===== config.mk =====
export PLATFORM = sky130hd
export DESIGN_NAME = vga_sync_decoder
export DESIGN_NICKNAME = d
export VERILOG_FILES = /design/src/rtl/vga_sync_decoder.sv
export SDC_FILE = /design/constraint.sdc
export NUM_CORES = 1
export LEC_CHECK = 0
export BUFFER_PORTS_ARGS = -buffer_cell sky130_fd_sc_hd__buf_2
export CAP_MARGIN = 20
export CORE_MARGIN = 5
export CORE_UTILIZATION = 40
export CTS_BUF_LIST = sky130_fd_sc_hd__clkbuf_16
export CTS_CLUSTER_DIAMETER = 200
export DETAILED_ROUTE_END_ITERATION = 16
export MAX_ROUTING_LAYER = met4
export SYNTH_ARGS = -nofsm -noshare
export SYNTH_HDL_FRONTEND = slang
export SYNTH_SLANG_ARGS = --single-unit
export TNS_END_PERCENT = 5

===== constraint.sdc =====
create_clock -name vga_pix_clk -period 3.4 [get_ports vga_pix_clk]
set_input_delay 0.68 -clock vga_pix_clk [delete_from_list [all_inputs] [get_ports vga_pix_clk]]
set_output_delay 0.68 -clock vga_pix_clk [all_outputs]
set_load 0.02 [all_outputs]

===== src/rtl/vga_sync_decoder.sv =====
// vga_sync_decoder
//   Receive-side VGA monitor. Samples H_SYNC/V_SYNC and 4-bit RGB on the pixel
//   clock and recovers the pixel position and display-enable. It checks sync
//   timing against the mode parameters, tracks a SEARCH/TRACK/LOCKED state and
//   produces a checksum of each frame's visible pixels.
//   All outputs are registered. Outputs in cycle n+2 describe the inputs sampled
//   in cycle n.
// Ports
//   vga_pix_clk         pixel clock
//   rst                 synchronous active-high reset
//   H_SYNC, V_SYNC      sync inputs, low-asserted when SYNC_ACTIVE_LOW != 0
//   R, G, B             4-bit colour components
//   rx_sx, rx_sy        recovered pixel coordinates
//   rx_de               visible-area enable (never in SEARCH)
//   frame_stb           one-cycle pulse at pixel (0,0) (never in SEARCH)
//   frame_sum           checksum of the previous frame's visible pixels
//   locked              state is LOCKED
//   h_err, v_err        one-cycle timing-violation pulses
//   err_count           saturating count of cycles with h_err or v_err
module vga_sync_decoder #(
  parameter int unsigned H_VISIBLE_AREA  = 640,
  parameter int unsigned H_FRONT_PORCH   = 16,
  parameter int unsigned H_SYNC_PULSE    = 96,
  parameter int unsigned H_BACK_PORCH    = 48,
  parameter int unsigned V_VISIBLE_AREA  = 480,
  parameter int unsigned V_FRONT_PORCH   = 10,
  parameter int unsigned V_SYNC_PULSE    = 2,
  parameter int unsigned V_BACK_PORCH    = 33,
  parameter int unsigned SYNC_ACTIVE_LOW = 1,
  parameter int unsigned LOCK_FRAMES     = 2,
  localparam int unsigned H_WHOLE = H_VISIBLE_AREA + H_FRONT_PORCH + H_SYNC_PULSE + H_BACK_PORCH,
  localparam int unsigned V_WHOLE = V_VISIBLE_AREA + V_FRONT_PORCH + V_SYNC_PULSE + V_BACK_PORCH,
  localparam int unsigned H_ADDR_WIDTH = $clog2(H_WHOLE),
  localparam int unsigned V_ADDR_WIDTH = $clog2(V_WHOLE)
) (
  input  logic                    vga_pix_clk,
  input  logic                    rst,
  input  logic                    H_SYNC,
  input  logic                    V_SYNC,
  input  logic [3:0]              R,
  input  logic [3:0]              G,
  input  logic [3:0]              B,
  output logic [H_ADDR_WIDTH-1:0] rx_sx,
  output logic [V_ADDR_WIDTH-1:0] rx_sy,
  output logic                    rx_de,
  output logic                    frame_stb,
  output logic [15:0]             frame_sum,
  output logic                    locked,
  output logic                    h_err,
  output logic                    v_err,
  output logic [7:0]              err_count
);

  localparam logic [H_ADDR_WIDTH-1:0] H_LOAD  = H_ADDR_WIDTH'(H_VISIBLE_AREA + H_FRONT_PORCH);
  localparam logic [H_ADDR_WIDTH-1:0] H_PRE   = H_ADDR_WIDTH'(H_VISIBLE_AREA + H_FRONT_PORCH - 1);
  localparam logic [H_ADDR_WIDTH-1:0] H_LAST  = H_ADDR_WIDTH'(H_WHOLE - 1);
  localparam logic [H_ADDR_WIDTH-1:0] H_VIS   = H_ADDR_WIDTH'(H_VISIBLE_AREA);
  localparam logic [H_ADDR_WIDTH-1:0] H_PULSE = H_ADDR_WIDTH'(H_SYNC_PULSE);
  localparam logic [V_ADDR_WIDTH-1:0] V_LOAD  = V_ADDR_WIDTH'(V_VISIBLE_AREA + V_FRONT_PORCH);
  localparam logic [V_ADDR_WIDTH-1:0] V_LAST  = V_ADDR_WIDTH'(V_WHOLE - 1);
  localparam logic [V_ADDR_WIDTH-1:0] V_VIS   = V_ADDR_WIDTH'(V_VISIBLE_AREA);
  localparam logic [V_ADDR_WIDTH-1:0] V_PULSE = V_ADDR_WIDTH'(V_SYNC_PULSE);
  localparam logic                    SYNC_INV = (SYNC_ACTIVE_LOW != 0);
  localparam int unsigned             GOOD_W   = $clog2(LOCK_FRAMES + 2);
  localparam logic [GOOD_W-1:0]       GOOD_TGT = GOOD_W'(LOCK_FRAMES);

  typedef enum logic [1:0] {SEARCH, TRACK, LOCKED} state_t;

  state_t                  state, state_nxt;
  logic                    hs1, hs2, vs1, vs2;
  logic [11:0]             pix1;
  logic [H_ADDR_WIDTH-1:0] hcnt, hcnt_nxt;
  logic [V_ADDR_WIDTH-1:0] vcnt, vcnt_inc, vcnt_nxt;
  logic [H_ADDR_WIDTH-1:0] hw, hw_nxt;    // samples seen with hsync asserted
  logic [V_ADDR_WIDTH-1:0] vhs, vhs_nxt;  // hsync rises seen with vsync asserted
  logic [GOOD_W-1:0]       good, good_nxt;
  logic [15:0]             acc;
  logic                    hs_rise, hs_fall, vs_rise, vs_fall;
  logic                    h_err_nxt, v_err_nxt, stb_pos, de_pos, stb_nxt, de_nxt;

  assign rx_sx = hcnt;
  assign rx_sy = vcnt;

  always_comb begin
    hs_rise = hs1 & ~hs2;
    hs_fall = ~hs1 & hs2;
    vs_rise = vs1 & ~vs2;
    vs_fall = ~vs1 & vs2;

    hcnt_nxt = (hcnt == H_LAST) ? '0 : hcnt + H_ADDR_WIDTH'(1);
    vcnt_inc = vcnt;
    if (hs_rise) begin
      hcnt_nxt = H_LOAD;
    end else if (hcnt == H_LAST) begin
      vcnt_inc = (vcnt == V_LAST) ? '0 : vcnt + V_ADDR_WIDTH'(1);
    end
    vcnt_nxt = vs_rise ? V_LOAD : vcnt_inc;

    hw_nxt = hw;
    if (hs_rise) begin
      hw_nxt = H_ADDR_WIDTH'(1);
    end else if (hs1 && hw != '1) begin
      hw_nxt = hw + H_ADDR_WIDTH'(1);
    end

    vhs_nxt = vhs;
    if (vs_rise) begin
      vhs_nxt = hs_rise ? V_ADDR_WIDTH'(1) : '0;
    end else if (vs1 && hs_rise && vhs != '1) begin
      vhs_nxt = vhs + V_ADDR_WIDTH'(1);
    end

    h_err_nxt = (state != SEARCH) &&
                ((hs_rise && hcnt != H_PRE) || (hs_fall && hw != H_PULSE));
    v_err_nxt = (state != SEARCH) &&
                ((vs_rise && vcnt_inc != V_LOAD) || (vs_fall && vhs != V_PULSE));

    stb_pos = (hcnt_nxt == '0) && (vcnt_nxt == '0);
    de_pos  = (hcnt_nxt < H_VIS) && (vcnt_nxt < V_VIS);

    state_nxt = state;
    good_nxt  = good;
    case (state)
      SEARCH: begin
        if (vs_rise) begin
          state_nxt = TRACK;
          good_nxt  = '0;
        end
      end
      TRACK: begin
        // Any error leaves TRACK, so every strobe seen here closes a clean frame.
        if (h_err_nxt || v_err_nxt) begin
          state_nxt = SEARCH;
        end else if (stb_pos) begin
          good_nxt = good + GOOD_W'(1);
          if (good_nxt >= GOOD_TGT) begin
            state_nxt = LOCKED;
          end
        end
      end
      LOCKED: begin
        if (h_err_nxt || v_err_nxt) begin
          state_nxt = SEARCH;
        end
      end
      default: state_nxt = SEARCH;
    endcase

    stb_nxt = stb_pos && (state_nxt != SEARCH);
    de_nxt  = de_pos && (state_nxt != SEARCH);
  end

  always_ff @(posedge vga_pix_clk) begin
    if (rst) begin
      hs1       <= 1'b0;
      hs2       <= 1'b0;
      vs1       <= 1'b0;
      vs2       <= 1'b0;
      pix1      <= '0;
      hcnt      <= '0;
      vcnt      <= '0;
      hw        <= '0;
      vhs       <= '0;
      good      <= '0;
      acc       <= '0;
      state     <= SEARCH;
      rx_de     <= 1'b0;
      frame_stb <= 1'b0;
      frame_sum <= '0;
      locked    <= 1'b0;
      h_err     <= 1'b0;
      v_err     <= 1'b0;
      err_count <= '0;
    end else begin
      hs1       <= H_SYNC ^ SYNC_INV;
      vs1       <= V_SYNC ^ SYNC_INV;
      hs2       <= hs1;
      vs2       <= vs1;
      pix1      <= {R, G, B};
      hcnt      <= hcnt_nxt;
      vcnt      <= vcnt_nxt;
      hw        <= hw_nxt;
      vhs       <= vhs_nxt;
      good      <= good_nxt;
      state     <= state_nxt;
      rx_de     <= de_nxt;
      frame_stb <= stb_nxt;
      locked    <= (state_nxt == LOCKED);
      h_err     <= h_err_nxt;
      v_err     <= v_err_nxt;
      if ((h_err_nxt || v_err_nxt) && err_count != '1) begin
        err_count <= err_count + 8'd1;
      end
      // pix1 is the pixel that hcnt_nxt/vcnt_nxt describe, so the strobe
      // pixel seeds the new sum instead of closing the old one.
      if (state_nxt == SEARCH) begin
        acc <= '0;
      end else if (stb_nxt) begin
        frame_sum <= acc;
        acc       <= de_nxt ? {4'b0, pix1} : '0;
      end else if (de_nxt) begin
        acc <= acc + {4'b0, pix1};
      end
    end
  end

endmodule


---- Yosys cells after proc, flatten, opt, wreduce, memory -nomap -nowiden ----
Index checks and enable logic that the tools add are counted.
storage, ports and cells
  bits in registers ....................... 105
  word-level logic and storage cells ...... 111
operators by class
  $add $sub $neg .......................... 7
  magnitude comparators ................... 3
  eq/ne operators ......................... 15
  muxes and demuxes ....................... 24
  bitwise gates (word level) .............. 11
  reduce and logical (&&, ||, !) cells .... 31
operators by type and width
  operator                 number
  $mux W10                 8
  $add A10 B1 Y10 const B  4
  $mux W16                 2
  $ne A10 B10 Y1 const B   3
  $eq A10 B10 Y1 const B   2
  $logic_not A10 Y1        2
  $add A16 B12 Y16         1
  $mux W2                  8
  $logic_and A1 B1 Y1      14
  $mux W12                 1
  $reduce_bool A2 Y1       6
  $lt A10 B10 Y1 const B   1
  $lt A10 B9 Y1 const B    1
  $ne A10 B2 Y1 const B    1
  $ne A10 B7 Y1 const B    1
  $ne A10 B9 Y1 const B    1
  $add A8 B1 Y8 const B    1
  $ne A8 B8 Y1 const B     1
  $not A1 Y1               7
  $ne A2 B2 Y1 const B     3
  $pmux W2 S3              1
  $and A1 B1 Y1            4
  $eq A2 B2 Y1 const B     2
  $logic_not A2 Y1         2
  other kinds (9)          14

---- Longest topological paths before layout ----
  word-level depth ........................ 15
  depth in mapped cells ................... 14

---- Least setup slack after synthesis ----
Ideal clock, no wire load.
  path kind ............................... register to register
  start point ............................. register vcnt[0] (netlist: rx_sy[0])
  end point ............................... register acc[1]
  setup time .............................. 0.080 ns
  arrival time ............................ 3.076 ns
  data required time ...................... 3.320 ns
  path slack .............................. 0.245 ns
  stages on the path, launching flop included .. 15
  path buffers ............................ 4
  clock period less this slack ............ 3.155 ns
  cells stage by stage .................... dfxtp_1 > buf_2 > inv_1 > ha_1 > and4bb_2 > and3_1 > buf_2 > nor4_1 > o22ai_2 > a221oi_4 > a21o_1 > buf_4 > nand2_2 > buf_2 > nor3b_1
between the ends
  cells in the longest elaborated chain, start to end .. 15
ends and longest elaborated chain
  element                                            line      RTL
  start: declaration                                 73        logic [V_ADDR_WIDTH-1:0] vcnt, vcnt_inc, vcnt_nxt;
  start signal: assignment                           181       vcnt <= vcnt_nxt;
  $add A10 B1 Y10 or $eq A10 B10 Y1 (tied branches)  95        vcnt_inc = (vcnt == V_LAST) ? '0 : vcnt + V_ADDR_WIDTH'(1);
  $mux W10                                           95
  $mux W10                                           94        end else if (hcnt == H_LAST) begin
  $mux W10 *                                         92        if (hs_rise) begin
  $ne A10 B9 Y1                                      116       ((vs_rise && vcnt_inc != V_LOAD) || (vs_fall && vhs != V_PULSE));
  $logic_and A1 B1 Y1                                116
  $logic_or A1 B1 Y1                                 116
  $logic_and A1 B1 Y1                                115       v_err_nxt = (state != SEARCH) &&
  $logic_or A1 B1 Y1                                 132, 142
  $mux W2 (on tied branches)                         142, 132
  $pmux W2 S3                                        123       case (state)
  $reduce_bool A2 Y1                                 149, 150
  $logic_and A1 B1 Y1                                150       de_nxt = de_pos && (state_nxt != SEARCH);
  $mux W12                                           200       acc <= de_nxt ? {4'b0, pix1} : '0;
  $mux W16                                           198       end else if (stb_nxt) begin
  end signal: assignment                             200
  end signal: assignment                             202       acc <= acc + {4'b0, pix1};
  end: declaration                                   77        logic [15:0] acc;
Every way passes the cells marked *; elsewhere a longest branch is shown, timed or not.
A chain may end at the register's enable or synchronous reset.

---- Worst setup path in the final report ----
  start point ............................. register hcnt[0] (netlist: rx_sx[0])
  end point ............................... register acc[3]
between the ends
  cells in the longest elaborated chain, start to end .. 14
ends and longest elaborated chain
  element                                                                   line  RTL
  start: declaration                                                        72    logic [H_ADDR_WIDTH-1:0] hcnt, hcnt_nxt;
  start signal: assignment                                                  180   hcnt <= hcnt_nxt;
  parallel branches: the longest is 14 deep, another holds $add A10 B1 Y10  n/a
Parallel ways; which one is timed is not known.

==> results.yml <==
logic_synthesis:
  synth_edf_count: 0
  syn_inst: 668
  async_reset_ff_frac: 0
  synth_most_common_cell: "dfxtp_1"
  syn_nets: 705
  ys_warn_count: 0
  ys.flop_type: "dfxtp_1"
  syn_avg_cell_area_sq_um: 8.50
  synth_top_area_cell: "dfxtp_1"
  synth_seq_area_share: 0.370
  netlist.area_leader.share: 0.370
  synth_seq_cells: 105
  yosys-top-cells-count: "dfxtp_1, nor2_1, a21oi_1"
  synth_cell_type_count: 77
  syn_area_sq_mm: 0.00568
  ys_top_cells_by_area: "dfxtp_1, nor2_1, ha_1"
sta:
  setup_viol: 0
  slew_headroom: 0.372
  max_freq_mhz: 319
  finalClockSkew_ns: 0.00928
  rsz0062_at_grt: "no"
  period_share: 0.922
  whs_ns: 0.475
  tightest_slew_ns: 0.918
  tns_ns: 0
  hold_viol: 0
  slew_violations: 0
  min_period_ns: 3.14
pwr:
  seq_power_share: 0.470
  p_clk_frac: 0.428
  p_int_w: 0.00208
  comb_power_share: 0.103
  p_sw_w: 0.000669
  powerDensity_mw_per_mm2: 421
  peakVddDrop_mv: 0.207
  leakage_nw: 2.54
  sw_frac_of_total: 0.243
cells_and_area:
  layout.nets: 758
  drive_above_1_share: 0.179
  areaGrowthSynthToFinish_pct: 15.1
  num_antenna_cells: 0
clocking:
  cts_inserted_buffers: 9
  cts_sinks: 105
  clk_latency_ns: 0.34
  cts_tree: "yes"
  h-tree-depth: 3
  cts_buffer_depth: 2
  cts.clk_slew.worst_paths_ns: 0.07
  clock-root-buffer: "clkbuf_16"
floorplan:
  core_area_sq_mm: 0.0139
  die_h_um: 129
  die_area_sq_mm: 0.0167
  rows: 43
  pin_count: 65
  start_util: 0.409
  dieWidth_um: 129
flow_run:
  drv_cap: 0
critical_path:
  cp.required_ns: 3.65
  crit_fanout: 18
  r2r_slack_ns: 0.26
  arrival_ns: 3.39
  crit_type: "reg -> reg"
  start_kind: "register"
  cp-end-kind: "register"
global_route:
  gr-total-overflow: 0
  grt_max_degree: 62
  grt_use_total: 0.174
  antenna_found_initial: 0
  grt_pass1_wl_um: 23200
  grt_pass1_vias: 4773
route:
  wl_um: 14000
  drt-initial-drc-count: 387
  wl_per_cell_um: 15.5
  drc: 0
  vias: 5017
  drt-pass1-iter-count: 4
  viasPerCell: 5.54
  detail-route-antenna-nets: 0
worst_hold_path:
  hold_class: "reg -> reg"
placement:
  gp_congestion: 0.905
  port_buffers: 64
  dp_hpwl_um: 10300
status:
  outcome: "finished, final reports clean"
what timing repair did:
item                                   4_1_cts  5_1_grt
endpoints found under the hold margin        0        0
resized for setup                            0        5
hold buffers                                 0        0
setup endpoints to repair                    0       19
setup buffers                                0        2
layout make-up:
type / instances / area (sq um)
inverter: 13 / 48.8
multi-input combinational: 507 / 3330
clock buffer: 9 / 225
tap: 180 / 225
clock inverter: 7 / 110
sequential: 105 / 2100
fill: 1401 / 7350
timing repair buffer: 85 / 490
sequential cells by signal, summed over array words and instances (netlist names), 2 cells and up:
name	flops
hw	10
rx_sx	10
frame_sum	16
vhs	10
state	2
err_count	8
rx_sy	10
good	2
pix1	12
acc	16
cell usage in the layout (no fill, tap or decap), types with 3 or more instances in the layout:
cell	netlist	layout
dfxtp_1	105	104
nor2_1	80	80
buf_2	15	64
a21oi_1	48	48
nand3_1	44	44
nand2_1	33	33
o21ai_0	32	32
nor2b_1	22	22
nand4_1	20	20
buf_4	4	20
xor2_1	19	19
ha_1	20	19
xnor2_1	17	17
nor3_1	17	16
a211oi_1	16	16
inv_1	12	14
or3_1	13	13
and3_1	12	12
nor4_1	10	10
mux2i_1	9	9
clkbuf_16	0	9
a31oi_1	7	7
nand4b_1	5	5
o31a_1	5	5
o21a_1	5	5
o211ai_1	5	5
nand2b_1	4	4
and2_1	4	4
a21o_1	4	4
mux2_2	3	3
bufinv_16	0	3
through the flow:
step | std cells | total power [W] | util | worst slack, ns | cell area [sq um]
2_1_floorplan | 668 | 0.00151 | - | 0.245 | 5680
3_3_place_gp | 888 | 0.00159 | 0.443 | 0.261 | 6150
3_5_place_dp | 888 | 0.00160 | 0.443 | 0.197 | 6150
4_1_cts | 904 | 0.00277 | 0.468 | 0.169 | 6490
5_1_grt | 906 | 0.00286 | 0.471 | 0.0738 | 6530
6_report | 906 | 0.00275 | 0.471 | 0.264 | 6530
layer usage:
layer,up-vias,routed length [um],track usage,share of wire
li1,2529,-,-,-
met1,2370,6850,0.231,0.49
met2,98,6400,0.267,0.46
met3,20,482,0.0227,0.034
met4,0,277,0.0704,0.020
met5,-,0,-,0
path summary, 6_finish.rpt:
| path | from | to | depth (start not counted) |
|---|---|---|---|
| worst max register to register | rx_sx[0]$_SDFF_PP0_ | acc[3]$_SDFFE_PP0P_ | 11 |
| worst min register to register | frame_sum[7]$_SDFFE_PP0P_ | frame_sum[7]$_SDFFE_PP0P_ | 2 |
| worst min-delay path | frame_sum[7]$_SDFFE_PP0P_ | frame_sum[7]$_SDFFE_PP0P_ | 2 |
| worst max-delay path | rx_sx[0]$_SDFF_PP0_ | acc[3]$_SDFFE_PP0P_ | 11 |
cell families (layout without fill, tap and decap cells):
group,Yosys count,after routing,share of synthesized area
AOI/OAI and AO/OA,151,151,0.180
xor gates and xnor gates,36,36,0.0556
muxes,12,12,0.0218
adders and majority gates,21,21,0.0476
and+or+nand+nor,287,287,0.276
buffers and inverters,56,114,0.0492
DFF,105,105,0.370
power by group through the flow:
| stage | Sequential, W | Clock, W | Combinational [W] |
|---|---|---|---|
| final | 0.00129 | 0.00118 | 0.000283 |
| after global routing | 0.00130 | 0.00125 | 0.000310 |
| after CTS | 0.00129 | 0.00119 | 0.000282 |
| after detailed placement | 0.00132 | 0 | 0.000280 |
| after global placement | 0.00132 | 0 | 0.000274 |
| after floorplan | 0.00132 | 0 | 0.000194 |
worst max-delay path: stages (launching register included):
cell and delay, ns:
dfxtp_1 0.43, ha_2 0.28, and4_1 0.29, buf_4 0.19, nand3_1 0.10, o21ai_0 0.26
o211ai_2 0.23, nor4_4 0.38, nand4_4 0.25, buf_12 0.24, mux2i_1 0.13, a211oi_1 0.26
(Power assumes the default switching activity.)
